$ cat src/rtl/time_clock_pkg.sv
// Shared definitions for the clock time-set logic: FSM encoding, field limits
// and the wrap-around increment used on the hour and minute shadows.
package time_clock_pkg;

  typedef enum logic [1:0] {
    ST_RUN      = 2'd0,
    ST_SET_HOUR = 2'd1,
    ST_SET_MIN  = 2'd2,
    ST_COMMIT   = 2'd3
  } state_t;

  localparam logic [5:0] HOUR_MAX = 6'd23;
  localparam logic [5:0] MIN_MAX  = 6'd59;

  function automatic logic [5:0] wrap_inc(input logic [5:0] value, input logic [5:0] max);
    return (value == max) ? 6'd0 : value + 6'd1;
  endfunction

endpackage

$ cat src/rtl/time_set_controller_if.sv
// Button, live-time and load/display signals between the time-set controller
// and its surroundings (time counter, display driver, button debouncers).
interface time_set_controller_if;
  logic       i_btn_mode;
  logic       i_btn_sel;
  logic       i_btn_inc;
  logic [5:0] i_hour;
  logic [5:0] i_min;
  logic       o_run_en;
  logic       o_load;
  logic [5:0] o_load_hour;
  logic [5:0] o_load_min;
  logic       o_disp_sel;
  logic [3:0] o_blank;
  logic [1:0] o_state;

  modport slave (
    input  i_btn_mode, i_btn_sel, i_btn_inc, i_hour, i_min,
    output o_run_en, o_load, o_load_hour, o_load_min, o_disp_sel, o_blank, o_state
  );

  modport master (
    output i_btn_mode, i_btn_sel, i_btn_inc, i_hour, i_min,
    input  o_run_en, o_load, o_load_hour, o_load_min, o_disp_sel, o_blank, o_state
  );
endinterface

$ cat src/rtl/blink_timer.sv
// Blink half-period timer: phase toggles every BLINK_HALF enabled cycles,
// strobe marks the cycle on which it toggles. Disable or restart returns to phase 0.
module blink_timer #(
  parameter int BLINK_HALF = 25_000_000
) (
  input  logic clk,
  input  logic rst_n,
  input  logic enable,
  input  logic restart,
  output logic phase,
  output logic strobe
);
  localparam int CW = (BLINK_HALF > 1) ? $clog2(BLINK_HALF) : 1;
  localparam logic [CW-1:0] LAST = CW'(BLINK_HALF - 1);

  logic [CW-1:0] cnt_reg;
  logic          phase_reg;

  assign strobe = enable && !restart && (cnt_reg == LAST);
  assign phase  = phase_reg;

  always_ff @(posedge clk or negedge rst_n) begin
    if (!rst_n) begin
      cnt_reg   <= '0;
      phase_reg <= 1'b0;
    end else if (!enable || restart) begin
      cnt_reg   <= '0;
      phase_reg <= 1'b0;
    end else if (strobe) begin
      cnt_reg   <= '0;
      phase_reg <= ~phase_reg;
    end else begin
      cnt_reg <= cnt_reg + 1'b1;
    end
  end
endmodule

$ cat src/rtl/time_set_controller.sv
// Time-set FSM: captures live time into shadows, edits hour/minute with
// blinking feedback, commits with a one-cycle load or abandons on inactivity.
module time_set_controller
  import time_clock_pkg::*;
#(
  parameter int BLINK_HALF     = 25_000_000,
  parameter int TIMEOUT_HALVES = 20
) (
  input  logic                  i_clk,
  input  logic                  i_reset,
  time_set_controller_if.slave  bus
);
  localparam int IW = $clog2(TIMEOUT_HALVES + 1);
  localparam logic [IW-1:0] INACT_LAST = IW'(TIMEOUT_HALVES - 1);

  state_t        state_reg, state_next;
  logic [5:0]    hour_reg, hour_next;
  logic [5:0]    min_reg, min_next;
  logic [IW-1:0] inact_reg, inact_next;
  logic          load_reg;
  logic          in_set;
  logic          restart;
  logic          phase;
  logic          strobe;
  logic [3:0]    blank;

  assign in_set  = (state_reg == ST_SET_HOUR) || (state_reg == ST_SET_MIN);
  // mode leaves the SET states, so only sel/inc need to restart the blink
  assign restart = in_set && (bus.i_btn_sel || bus.i_btn_inc);

  blink_timer #(.BLINK_HALF(BLINK_HALF)) u_blink (
    .clk     (i_clk),
    .rst_n   (i_reset),
    .enable  (in_set),
    .restart (restart),
    .phase   (phase),
    .strobe  (strobe)
  );

  always_comb begin
    state_next = state_reg;
    hour_next  = hour_reg;
    min_next   = min_reg;
    inact_next = inact_reg;
    case (state_reg)
      ST_RUN: begin
        if (bus.i_btn_mode) begin
          state_next = ST_SET_HOUR;
          hour_next  = bus.i_hour;
          min_next   = bus.i_min;
          inact_next = '0;
        end
      end
      ST_SET_HOUR, ST_SET_MIN: begin
        if (bus.i_btn_mode) begin
          state_next = ST_COMMIT;
          inact_next = '0;
        end else if (bus.i_btn_sel) begin
          state_next = (state_reg == ST_SET_HOUR) ? ST_SET_MIN : ST_SET_HOUR;
          inact_next = '0;
        end else if (bus.i_btn_inc) begin
          if (state_reg == ST_SET_HOUR) hour_next = wrap_inc(hour_reg, HOUR_MAX);
          else                          min_next  = wrap_inc(min_reg, MIN_MAX);
          inact_next = '0;
        end else if (strobe) begin
          if (inact_reg == INACT_LAST) begin
            state_next = ST_RUN;
            inact_next = '0;
          end else begin
            inact_next = inact_reg + 1'b1;
          end
        end
      end
      default: begin
        state_next = ST_RUN;
        inact_next = '0;
      end
    endcase
  end

  always_ff @(posedge i_clk or negedge i_reset) begin
    if (!i_reset) begin
      state_reg <= ST_RUN;
      hour_reg  <= '0;
      min_reg   <= '0;
      inact_reg <= '0;
      load_reg  <= 1'b0;
    end else begin
      state_reg <= state_next;
      hour_reg  <= hour_next;
      min_reg   <= min_next;
      inact_reg <= inact_next;
      load_reg  <= (state_next == ST_COMMIT);
    end
  end

  // upper two digits blink for the hour field, lower two for the minute field
  genvar gi;
  generate
    for (gi = 0; gi < 4; gi++) begin : g_blank
      if (gi >= 2) begin : g_hour
        assign blank[gi] = phase && (state_reg == ST_SET_HOUR);
      end else begin : g_min
        assign blank[gi] = phase && (state_reg == ST_SET_MIN);
      end
    end
  endgenerate

  assign bus.o_run_en    = (state_reg == ST_RUN);
  assign bus.o_load      = load_reg;
  assign bus.o_load_hour = hour_reg;
  assign bus.o_load_min  = min_reg;
  assign bus.o_disp_sel  = in_set;
  assign bus.o_blank     = blank;
  assign bus.o_state     = state_reg;
endmodule

$ cat src/flat_wrapper.sv
// flat-port wrapper written by rule: the top's interface ports become plain ports
module time_set_controller_flat import time_clock_pkg::*;
#(
  parameter int BLINK_HALF     = 25_000_000,
  parameter int TIMEOUT_HALVES = 20
)
  (i_clk, i_reset, bus_i_btn_mode, bus_i_btn_sel, bus_i_btn_inc, bus_i_hour, bus_i_min, bus_o_run_en, bus_o_load, bus_o_load_hour, bus_o_load_min, bus_o_disp_sel, bus_o_blank, bus_o_state);
  time_set_controller_if bus_i ();
  input  logic i_clk;
  input  logic i_reset;
  input wire logic [$bits(bus_i.i_btn_mode)-1:0] bus_i_btn_mode;
  input wire logic [$bits(bus_i.i_btn_sel)-1:0] bus_i_btn_sel;
  input wire logic [$bits(bus_i.i_btn_inc)-1:0] bus_i_btn_inc;
  input wire logic [$bits(bus_i.i_hour)-1:0] bus_i_hour;
  input wire logic [$bits(bus_i.i_min)-1:0] bus_i_min;
  output wire logic [$bits(bus_i.o_run_en)-1:0] bus_o_run_en;
  output wire logic [$bits(bus_i.o_load)-1:0] bus_o_load;
  output wire logic [$bits(bus_i.o_load_hour)-1:0] bus_o_load_hour;
  output wire logic [$bits(bus_i.o_load_min)-1:0] bus_o_load_min;
  output wire logic [$bits(bus_i.o_disp_sel)-1:0] bus_o_disp_sel;
  output wire logic [$bits(bus_i.o_blank)-1:0] bus_o_blank;
  output wire logic [$bits(bus_i.o_state)-1:0] bus_o_state;
  assign bus_i.i_btn_mode = bus_i_btn_mode;
  assign bus_i.i_btn_sel = bus_i_btn_sel;
  assign bus_i.i_btn_inc = bus_i_btn_inc;
  assign bus_i.i_hour = bus_i_hour;
  assign bus_i.i_min = bus_i_min;
  assign bus_o_run_en = bus_i.o_run_en;
  assign bus_o_load = bus_i.o_load;
  assign bus_o_load_hour = bus_i.o_load_hour;
  assign bus_o_load_min = bus_i.o_load_min;
  assign bus_o_disp_sel = bus_i.o_disp_sel;
  assign bus_o_blank = bus_i.o_blank;
  assign bus_o_state = bus_i.o_state;
  time_set_controller #(.BLINK_HALF(BLINK_HALF), .TIMEOUT_HALVES(TIMEOUT_HALVES)) u_core (.i_clk(i_clk), .i_reset(i_reset), .bus(bus_i));
endmodule
$ cat config.mk
export PLATFORM = sky130hd
export DESIGN_NAME = time_set_controller_flat
export DESIGN_NICKNAME = d
export VERILOG_FILES = /design/src/rtl/time_clock_pkg.sv /design/src/rtl/time_set_controller_if.sv /design/src/rtl/blink_timer.sv /design/src/rtl/time_set_controller.sv /design/src/flat_wrapper.sv
export SDC_FILE = /design/constraint.sdc
export NUM_CORES = 1
export LEC_CHECK = 0
export CAP_MARGIN = 20
export CORE_MARGIN = 1.5
export CORE_UTILIZATION = 38
export DETAILED_ROUTE_END_ITERATION = 7
export PLACE_DENSITY = 0.7
export SKIP_CTS_REPAIR_TIMING = 1
export SYNTH_ARGS = -nofsm -noshare
export SYNTH_HDL_FRONTEND = slang
export SYNTH_HIERARCHICAL = 1
export SYNTH_SLANG_ARGS = --single-unit
$ cat constraint.sdc
create_clock -name i_clk -period 2.8 [get_ports i_clk]
set_clock_uncertainty 0.2 [all_clocks]
set_input_delay 0.42 -clock i_clk [delete_from_list [all_inputs] [get_ports i_clk]]
set_output_delay 0.42 -clock i_clk [all_outputs]
set_load 0.02 [all_outputs]
Word-level counts from Yosys, hierarchy flattened. Cells that the tools add are included.

Reductions and logical operators: 17. Add/subtract/negate cells: 4. Bitwise gates (word level): 1. Mux-type cells: 33. Equal/unequal tests: 14.

Operators with widths (count): 2-to-1 mux 6 bit (12); 2-to-1 mux 25 bit (2); 2-to-1 mux 5 bit (6); adder 25 x 1 -> 25 bit, second input constant (1); == test 25 bit, second input constant (1); case mux 6 bit (2 select lines) (2); 2-to-1 mux 2 bit (7); adder 6 x 1 -> 6 bit, second input constant (2); AND reduction 6 bit (2); != test 2 bit, second input constant (5); case mux 5 bit (2 select lines) (1); == test 6 x 5 -> 1 bit, second input constant (1); == test 6 bit, second input constant (1); adder 5 x 1 -> 5 bit, second input constant (1); == test 5 bit, second input constant (1); logical AND 1 bit (5); != test 5 x 4 -> 1 bit, second input constant (1); == test 2 bit, second input constant (2); case mux 2 bit (2 select lines) (1); nonzero test 2 bit (2); logical OR 1 bit (3); == test 2 x 1 -> 1 bit, second input constant (1); logical NOT 1 bit (2); logical NOT 2 bit (1); 5 further kinds (6).

Output and inout bits: 21. Flip-flop bits (word level): 46. Input bits: 17. Word-level logic and storage cells: 76.

Depth between registers and ports, before layout. Gate-level depths: netlist of run 1.

Word-level depth: 12. Gate-level depth with buffers: 10. Mapped depth without buffers: 9.

Hierarchy. Netlist of run 1, hierarchy kept.

By module, submodules not included: blink_timer (area an instance 1392.6 um2, instances 1, seq. area each 650.6 um2, cells an instance 136); time_set_controller (area an instance 1351.3 um2, instances 1, seq. area each 500.5 um2, cells an instance 150).

Worst setup path after synthesis of run 1. No wires, ideal clock.

Path type: reg-to-reg. Start point: register u_core.state_reg[0], in the netlist u_core/bus.o_state[0]. End point: register u_core.inact_reg[3]. Arrival: 2.589 ns. Data required time: 2.508 ns. Buffers on the path: 1. Period minus slack after synthesis: 2.881 ns. Cell stages (with the launch flop): 11. Library setup time: 0.092 ns. Setup slack: -0.081 ns. Cells stage by stage: dfrtp_1 > inv_1 > ha_1 > inv_2 > clkbuf_1 > nor2_1 > nand2b_1 > nor3_1 > o22ai_2 > or3_4 > o31ai_2.

Cells in the longest elaborated chain, start to end: 8. Elaborated cells between the ends (all ways): 13. Those cells by class: 4 x eq/ne; 1 x mux; 8 x reduce/logical.

RTL lines: start, declared (line time_set_controller.sv:16) `state_t state_reg, state_next;`; start signal, assigned (line time_set_controller.sv:89) `state_reg <= state_next;`; == test 2 x 1 -> 1 bit / == test 2 bit (equally long branches) (line time_set_controller.sv:27) `assign in_set = (state_reg == ST_SET_HOUR) || (state_reg == ST_SET_MIN);`; logical OR 1 bit * (line time_set_controller.sv:27); via bus_o_disp_sel (line flat_wrapper.sv:20) `output wire logic [$bits(bus_i.o_disp_sel)-1:0] bus_o_disp_sel;`; logical AND 1 bit * (line time_set_controller.sv:29) `assign restart = in_set && (bus.i_btn_sel || bus.i_btn_inc);`; via u_core.restart (line time_set_controller.sv:22) `logic restart;`; logical NOT 1 bit * (line blink_timer.sv:19) `assign strobe = enable && !restart && (cnt_reg == LAST);`; logical AND 1 bit * (2 in series) (line blink_timer.sv:19); via u_core.strobe (line time_set_controller.sv:24) `logic strobe;`; != test 5 x 4 -> 1 bit (no source line) *; AND reduction 2 bit (no source line) *; end signal, assigned (line time_set_controller.sv:92) `inact_reg <= inact_next;`; end, declared (line time_set_controller.sv:19) `logic [IW-1:0] inact_reg, inact_next;`.

Mark *: on every way through the listed nets, which the timed path passes. The rest lies on a longest branch. A chain may end at the register's enable or synchronous reset.

Final worst setup path of run 1.
Start point: register u_core.state_reg[0], in the netlist u_core/bus.o_state[0]. End point: output bus_o_disp_sel.

Cells in the longest elaborated chain, start to end: 2. Elaborated cells between the ends (all ways): 3. Those cells by class: 2 x eq/ne; 1 x reduce/logical.

RTL lines (line): == test 2 x 1 -> 1 bit / == test 2 bit (equally long branches) (time_set_controller.sv:27); logical OR 1 bit * (time_set_controller.sv:27); end, declared (flat_wrapper.sv:20).

Every way passes the cells marked *; elsewhere a longest branch is shown, timed or not.

==> results.cfg, run 1 <==
[run_status]
run_status = complete, no violations

[grt]
gr-usage-all-layers = 0.1651
grt_use_met3 = 0.03959
grt_overflow = 0
gr-usage-met2 = 0.2693
number_of_antenna_violations_at_the_first_check_in_global_routing = 0
globalRoute.busiestLayer = met2
largest_net_degree_at_the_start_of_global_routing = 26
first_global_vias = 2244
global_route_wire_length_before_repair_mm = 10.21
use_met1 = 0.2195

[final_layout]
areaGrowthSynthToFinish_pct = 21.80
ant_diodes = 0
multi_input_comb_area_um2 = 1454
final_area_um2 = 3342
drive_above_1_share = 0.1152
largest_register_ffs = 25
nFillCells = 643
layoutNonFillerInstCount = 426
fin_nets = 354
layout.area.seq_um2 = 1151

[sta]
timing.final.crit_period_ps = 2634
slew_violations = 0
finalHoldViolations = 0
grt_setup_unrepaired = false
fmax_mhz = 379.7
post-route-period-util = 0.9406
tightest_slew_ps = 401.6
worst_slack_ps = 166.2
totalNegativeSetupSlack_ps = 0
setup_violations = 0
max-slew-margin-rel = 0.7323

[logic_synthesis]
ys_dominant_reg_cell = dfrtp_1
avgSynthCellArea_um2 = 9.594
number_of_cells_produced_by_synthesis = 286
synthesis.nets = 311
yosys_warnings = 6
mappedNetlistArea_um2 = 2744
synth_cell_types = 63
synth_enable_flop_cells = 0
synth_async_sr_flop_share = 1.000
synth_sequential_area_ratio = 0.4195
ys_seq_elements = 46

[worst_setup_path]
r2r-start = u_core/bus.o_state[0]
worstPathMaxFanout = 11
crit_end = bus_o_disp_sel
worstSetupEndpointType = output port
critPathRequiredTime_ps = 2180
timing.critical_path.from_type = flip-flop
crit-reg2reg-capture = u_core/inact_reg[3]
r2r_slack_ps = 200
cp_slowest_cell = clkdlybuf4s50_1
critPathLaunch = u_core/bus.o_state[0]
worst_endpoint_data_arrival_time_ps = 2010
path_class = flip-flop to output port
r2r_cells = 10
critical_path_cell_by_cell = inv_1 -> ha_1 -> clkdlybuf4s50_1
critical_path.max_stage_delay_ps = 680

[drt]
via_density_per_instance = 5.448
drt_drc_violations_left = 0
drt-wirelength-per-cell_um = 14.19
vias = 2321
antenna_violating_nets_post_route = 0
drt_pass1_iterations = 4
wirelength_mm = 6.044
drt-initial-drc-count = 70

[clock_network]
cts_htree_levels = 2
clock_insertion_delay_worst_skew_ps = 290
worst_setup_hold_path_clk_slew_ps = 90
max-clock-path-buffers = 2
cts_made_buffers = 5
cts_tree = yes
clock_sink_count = 46
clock_tree.root_cell = clkbuf_8

[floorplan]
initial_utilization = 0.3995
cell_rows = 30
core_region_area_um2 = 6869
io_pins = 38
die_height_um = 87.98
fp.dieW_um = 87.98
dieArea_um2 = 7740

[pwr]
intPower_mw = 1.683
p_per_area_nw_per_um2 = 860.9
ir_worst_vdd_uv = 644.8
switching_share = 0.4149
clock_power_share = 0.172
power.share.combinational = 0.504
leakage_nw = 1.354
netSwitchingPower_mw = 1.194
part_of_the_total_power_dissipated_in_sequential_elements = 0.324

[place]
dp_cells = 417
place_area_um2 = 3218
gp_congestion = 0.8026
io_buffers = 37
place_worst_setup_slack_ps = 190.8
detailed_place_hpwl_mm = 4.388

[worst_hold_path]
hold_path.class = flip-flop to flip-flop

[flow_run]
drv_cap = 0
[placed cells by master, fill, tap and decap left out, types with 3 or more instances in the layout]
| cell | count |
|---|---|
| and3_1 | 6 |
| a21oi_1 | 16 |
| o21ai_0 | 12 |
| xor2_1 | 11 |
| ha_1 | 8 |
| dfrtp_1 | 46 |
| inv_1 | 11 |
| a22o_1 | 3 |
| clkbuf_8 | 5 |
| o2bb2ai_1 | 3 |
| a21oi_2 | 3 |
| o31ai_1 | 6 |
| o21ai_1 | 7 |
| nand2_1 | 14 |
| nand2b_1 | 3 |
| and4_1 | 6 |
| nor2_1 | 28 |
| or3_1 | 5 |
| or4_4 | 3 |
| clkdlybuf4s50_1 | 36 |
| nand4_1 | 8 |
| nand3_1 | 16 |
| buf_4 | 11 |
| and2_1 | 6 |
[layer usage]
| layer | up-vias | share of wire |
|---|---|---|
| li1 | 1146 | - |
| met1 | 1120 | 0.48 |
| met2 | 51 | 0.47 |
| met3 | 4 | 0.044 |
| met4 | 0 | 0.0076 |
| met5 | - | 0 |
[cell usage after synthesis, drive strengths merged, types with 8 or more instances]
cell,n,area [um2]
nand2,14,52.55
nor2,28,105.1
buf,10,82.57
o21ai,19,95.09
a21oi,19,106.4
nand4,9,71.32
nand3,17,97.60
inv,12,45.04
dfrtp,46,1151
xor2,11,96.34
ha,8,100.1
and4,8,72.57
[how the worst min path moves through the flow]
stage | startpoint | endpoint | depth (start not counted)
detailed placement | i_reset | u_core/u_blink/cnt_reg[17] | 1
global route | u_core/u_blink/cnt_reg[0] | u_core/u_blink/cnt_reg[0] | 1
CTS | i_reset | u_core/u_blink/cnt_reg[17] | 1
finish | u_core/u_blink/cnt_reg[0] | u_core/u_blink/cnt_reg[0] | 1
global placement | i_reset | u_core/u_blink/cnt_reg[19] | 1
floorplan | i_reset | u_core/bus.o_load | 0
[final cells by class]
| cell class | count | area share |
|---|---|---|
| Sequential cell | 46 | 0.3444 |
| Clock inverter | 3 | 0.01348 |
| Multi-Input combinational cell | 215 | 0.4350 |
| Timing Repair Buffer | 49 | 0.1370 |
| Clock buffer | 5 | 0.02059 |
| Inverter | 12 | 0.01348 |
| Tap cell | 96 | 0.03594 |
[worst max-delay path: cells and delay by family (launching register included)]
family / cells / cell delay, ps
fa+ha+maj: 1 / 520
buf+inv: 2 / 770
flops: 1 / 440
[stage by stage]
step                      total power, mW  hold slack (ps)  utilization
after floorplan                     1.882           -75.59            -
after global placement              2.368            135.2       0.4685
after detailed placement            2.388            135.6       0.4685
after CTS                           2.891           -185.0       0.4851
after global routing                3.091            332.2       0.4865
final                               2.877            288.7       0.4865
[power by group through the flow]
stage	Clock [mW]	Sequential, mW	Combinational, mW
floorplan	0	1.02	0.860
finish	0.494	0.933	1.45
global route	0.539	0.960	1.59
global placement	0	0.935	1.43
CTS	0.508	0.930	1.45
detailed placement	0	0.940	1.45
[cells by family after synthesis]
logic type,count (synthesis),share of synthesized area
AO/OA/AOI/OAI,73,0.1824
XOR/XNOR,13,0.04150
adder cells (fa/ha/maj),8,0.03648
buffers and inverters,25,0.05061
flip-flops,46,0.4195
multiplexers,3,0.01140
AND/OR/NAND/NOR,118,0.2581
Note: power is estimated with default switching activity, not from simulation.
==> run 2: changes to the inputs <==
Settings changed: TNS_END_PERCENT set to 100.
==> results of run 2 <==
No change in the layout: final DEF, timing and power equal those of run 1.
==> run 3: changes to the inputs <==
Clock period 2.8 ns to 2.74 ns, I/O delays scaled along.
==> results.cfg, run 3 (synthesis results as in run 1) <==
[final_layout]
highest_count_cells_in_the_layout_ignoring_fill_and_taps = 45 x dfrtp_1, 36 x clkdlybuf4s50_1, 28 x nor2_1, 16 x a21oi_1, 16 x nand3_1
largest_register_ffs = 25
ant_diodes = 0
fin_nets = 352
final_common_cell = dfrtp_1
finalCoreUtilization = 0.4851
drive_above_1_share = 0.1159
areaGrowthSynthToFinish_pct = 21.43
final_area_um2 = 3332
layoutNonFillerInstCount = 424

[worst_setup_path]
critPathRequiredTime_ps = 2130
worst_endpoint_data_arrival_time_ps = 1930
worstSetupEndpointType = output port
critical_path.max_stage_delay_ps = 610
crit-reg2reg-capture = u_core/bus.o_load_min[2]
r2r_slack_ps = 350
critical_path_buf_inv_count = 2
timing.critical_path.from_type = flip-flop
worstPathMaxFanout = 5
cp_slowest_cell = clkdlybuf4s50_1
critical_path.top_delay_family = buffers and inverters
r2r_cells = 7
path_class = flip-flop to output port
critical_path_cell_by_cell = inv_1 -> ha_1 -> and2_1 -> clkdlybuf4s50_1
r2r-start = u_core/bus.o_state[1]

[sta]
totalNegativeSetupSlack_ps = 0
whs_ps = 291.9
worst_slack_ps = 201.9
tightest_slew_ps = 641.3
post-route-period-util = 0.9263
setup_violations = 0
slew_violations = 0
finalHoldViolations = 0
timing.final.crit_period_ps = 2538
max-slew-margin-rel = 0.5665
grt_setup_unrepaired = false
fmax_mhz = 394.0

[clock_network]
cts_made_buffers = 5
clock_sink_count = 46
clock_insertion_delay_worst_skew_ps = 300
cts_tree = yes
clock_tree.root_cell = clkbuf_8
cts_htree_levels = 2
max-clock-path-buffers = 2
worst_setup_hold_path_clk_slew_ps = 90

[place]
place_area_um2 = 3207
dp_cells = 415
gp_congestion = 0.7748
place_worst_setup_slack_ps = 189.7
detailed_place_hpwl_mm = 4.207
io_buffers = 37

[pwr]
ir_worst_vdd_uv = 695.9
p_per_area_nw_per_um2 = 874.9
clock_power_share = 0.159
netSwitchingPower_mw = 1.215
power.share.combinational = 0.515
switching_share = 0.4167
part_of_the_total_power_dissipated_in_sequential_elements = 0.326
intPower_mw = 1.700
leakage_nw = 1.347
total_power_mw = 2.915

[drt]
wirelength_mm = 5.807
vias = 2331
antenna_violating_nets_post_route = 0
drt_pass1_iterations = 4
drt-initial-drc-count = 137
drt_drc_violations_left = 0
via_density_per_instance = 5.498
drt-wirelength-per-cell_um = 13.70

[grt]
number_of_antenna_violations_at_the_first_check_in_global_routing = 0
global_route_wire_length_before_repair_mm = 9.880
largest_net_degree_at_the_start_of_global_routing = 26
gr-usage-all-layers = 0.1611
first_global_vias = 2221
grt_overflow = 0

[floorplan]
io_pins = 38
fp.dieW_um = 87.98
cell_rows = 30
die_height_um = 87.98
dieArea_um2 = 7740
initial_utilization = 0.3995
core_region_area_um2 = 6869

[run_status]
run_status = complete, no violations

[worst_hold_path]
worst_hold_path.num_cells = 1
timing.hold.worst.start = u_core/u_blink/cnt_reg[0]
hold_path.class = flip-flop to flip-flop
worst_hold_path.endpoint = u_core/u_blink/cnt_reg[0]

[flow_run]
drv_cap = 0
==> run 3: worst reg2reg max path: stages (launching register included) <==
cell	delay, ps
dfrtp_1	430
inv_1	130
ha_4	400
and3b_1	230
a41oi_1	260
buf_4	240
o22ai_1	100
a221o_1	290
==> run 3: worst max path at each step <==
stage                     endpoint  depth (start not counted)  slack (ps)                   from
6_report            bus_o_blank[3]                          4         200  u_core/bus.o_state[1]
5_1_grt             bus_o_blank[2]                          4          80  u_core/bus.o_state[1]
4_1_cts             bus_o_disp_sel                          3          60  u_core/bus.o_state[1]
3_5_place_dp   u_core/inact_reg[3]                          8         190          bus_i_btn_sel
3_3_place_gp   u_core/inact_reg[3]                          8         260          bus_i_btn_sel
2_1_floorplan  u_core/inact_reg[3]                         10          80  u_core/bus.o_state[1]
==> run 3: layer usage <==
metal	vias up	part of all wire	GRT usage
met1	1130	0.48	0.2158
met5	-	0	0
li1	1140	-	-
met3	12	0.038	0.03299
met4	0	0.019	0.06782
met2	49	0.46	0.2533
==> run 3: final cells by class <==
class,count,area (um2)
inverter,12,45.04
multi-input combinational,215,1466
tap,96,120.1
timing repair buffer,47,442.9
sequential,46,1152
fill,633,3537
clock inverter,1,8.758
clock buffer,7,96.34
==> run 3: power by group through the flow <==
stage / clock network [mW] / logic (mW) / registers (mW)
floorplan: 0 / 0.889 / 1.05
global placement: 0 / 1.45 / 0.960
detailed placement: 0 / 1.47 / 0.963
CTS: 0.476 / 1.47 / 0.951
global route: 0.507 / 1.65 / 0.980
finish: 0.464 / 1.50 / 0.951
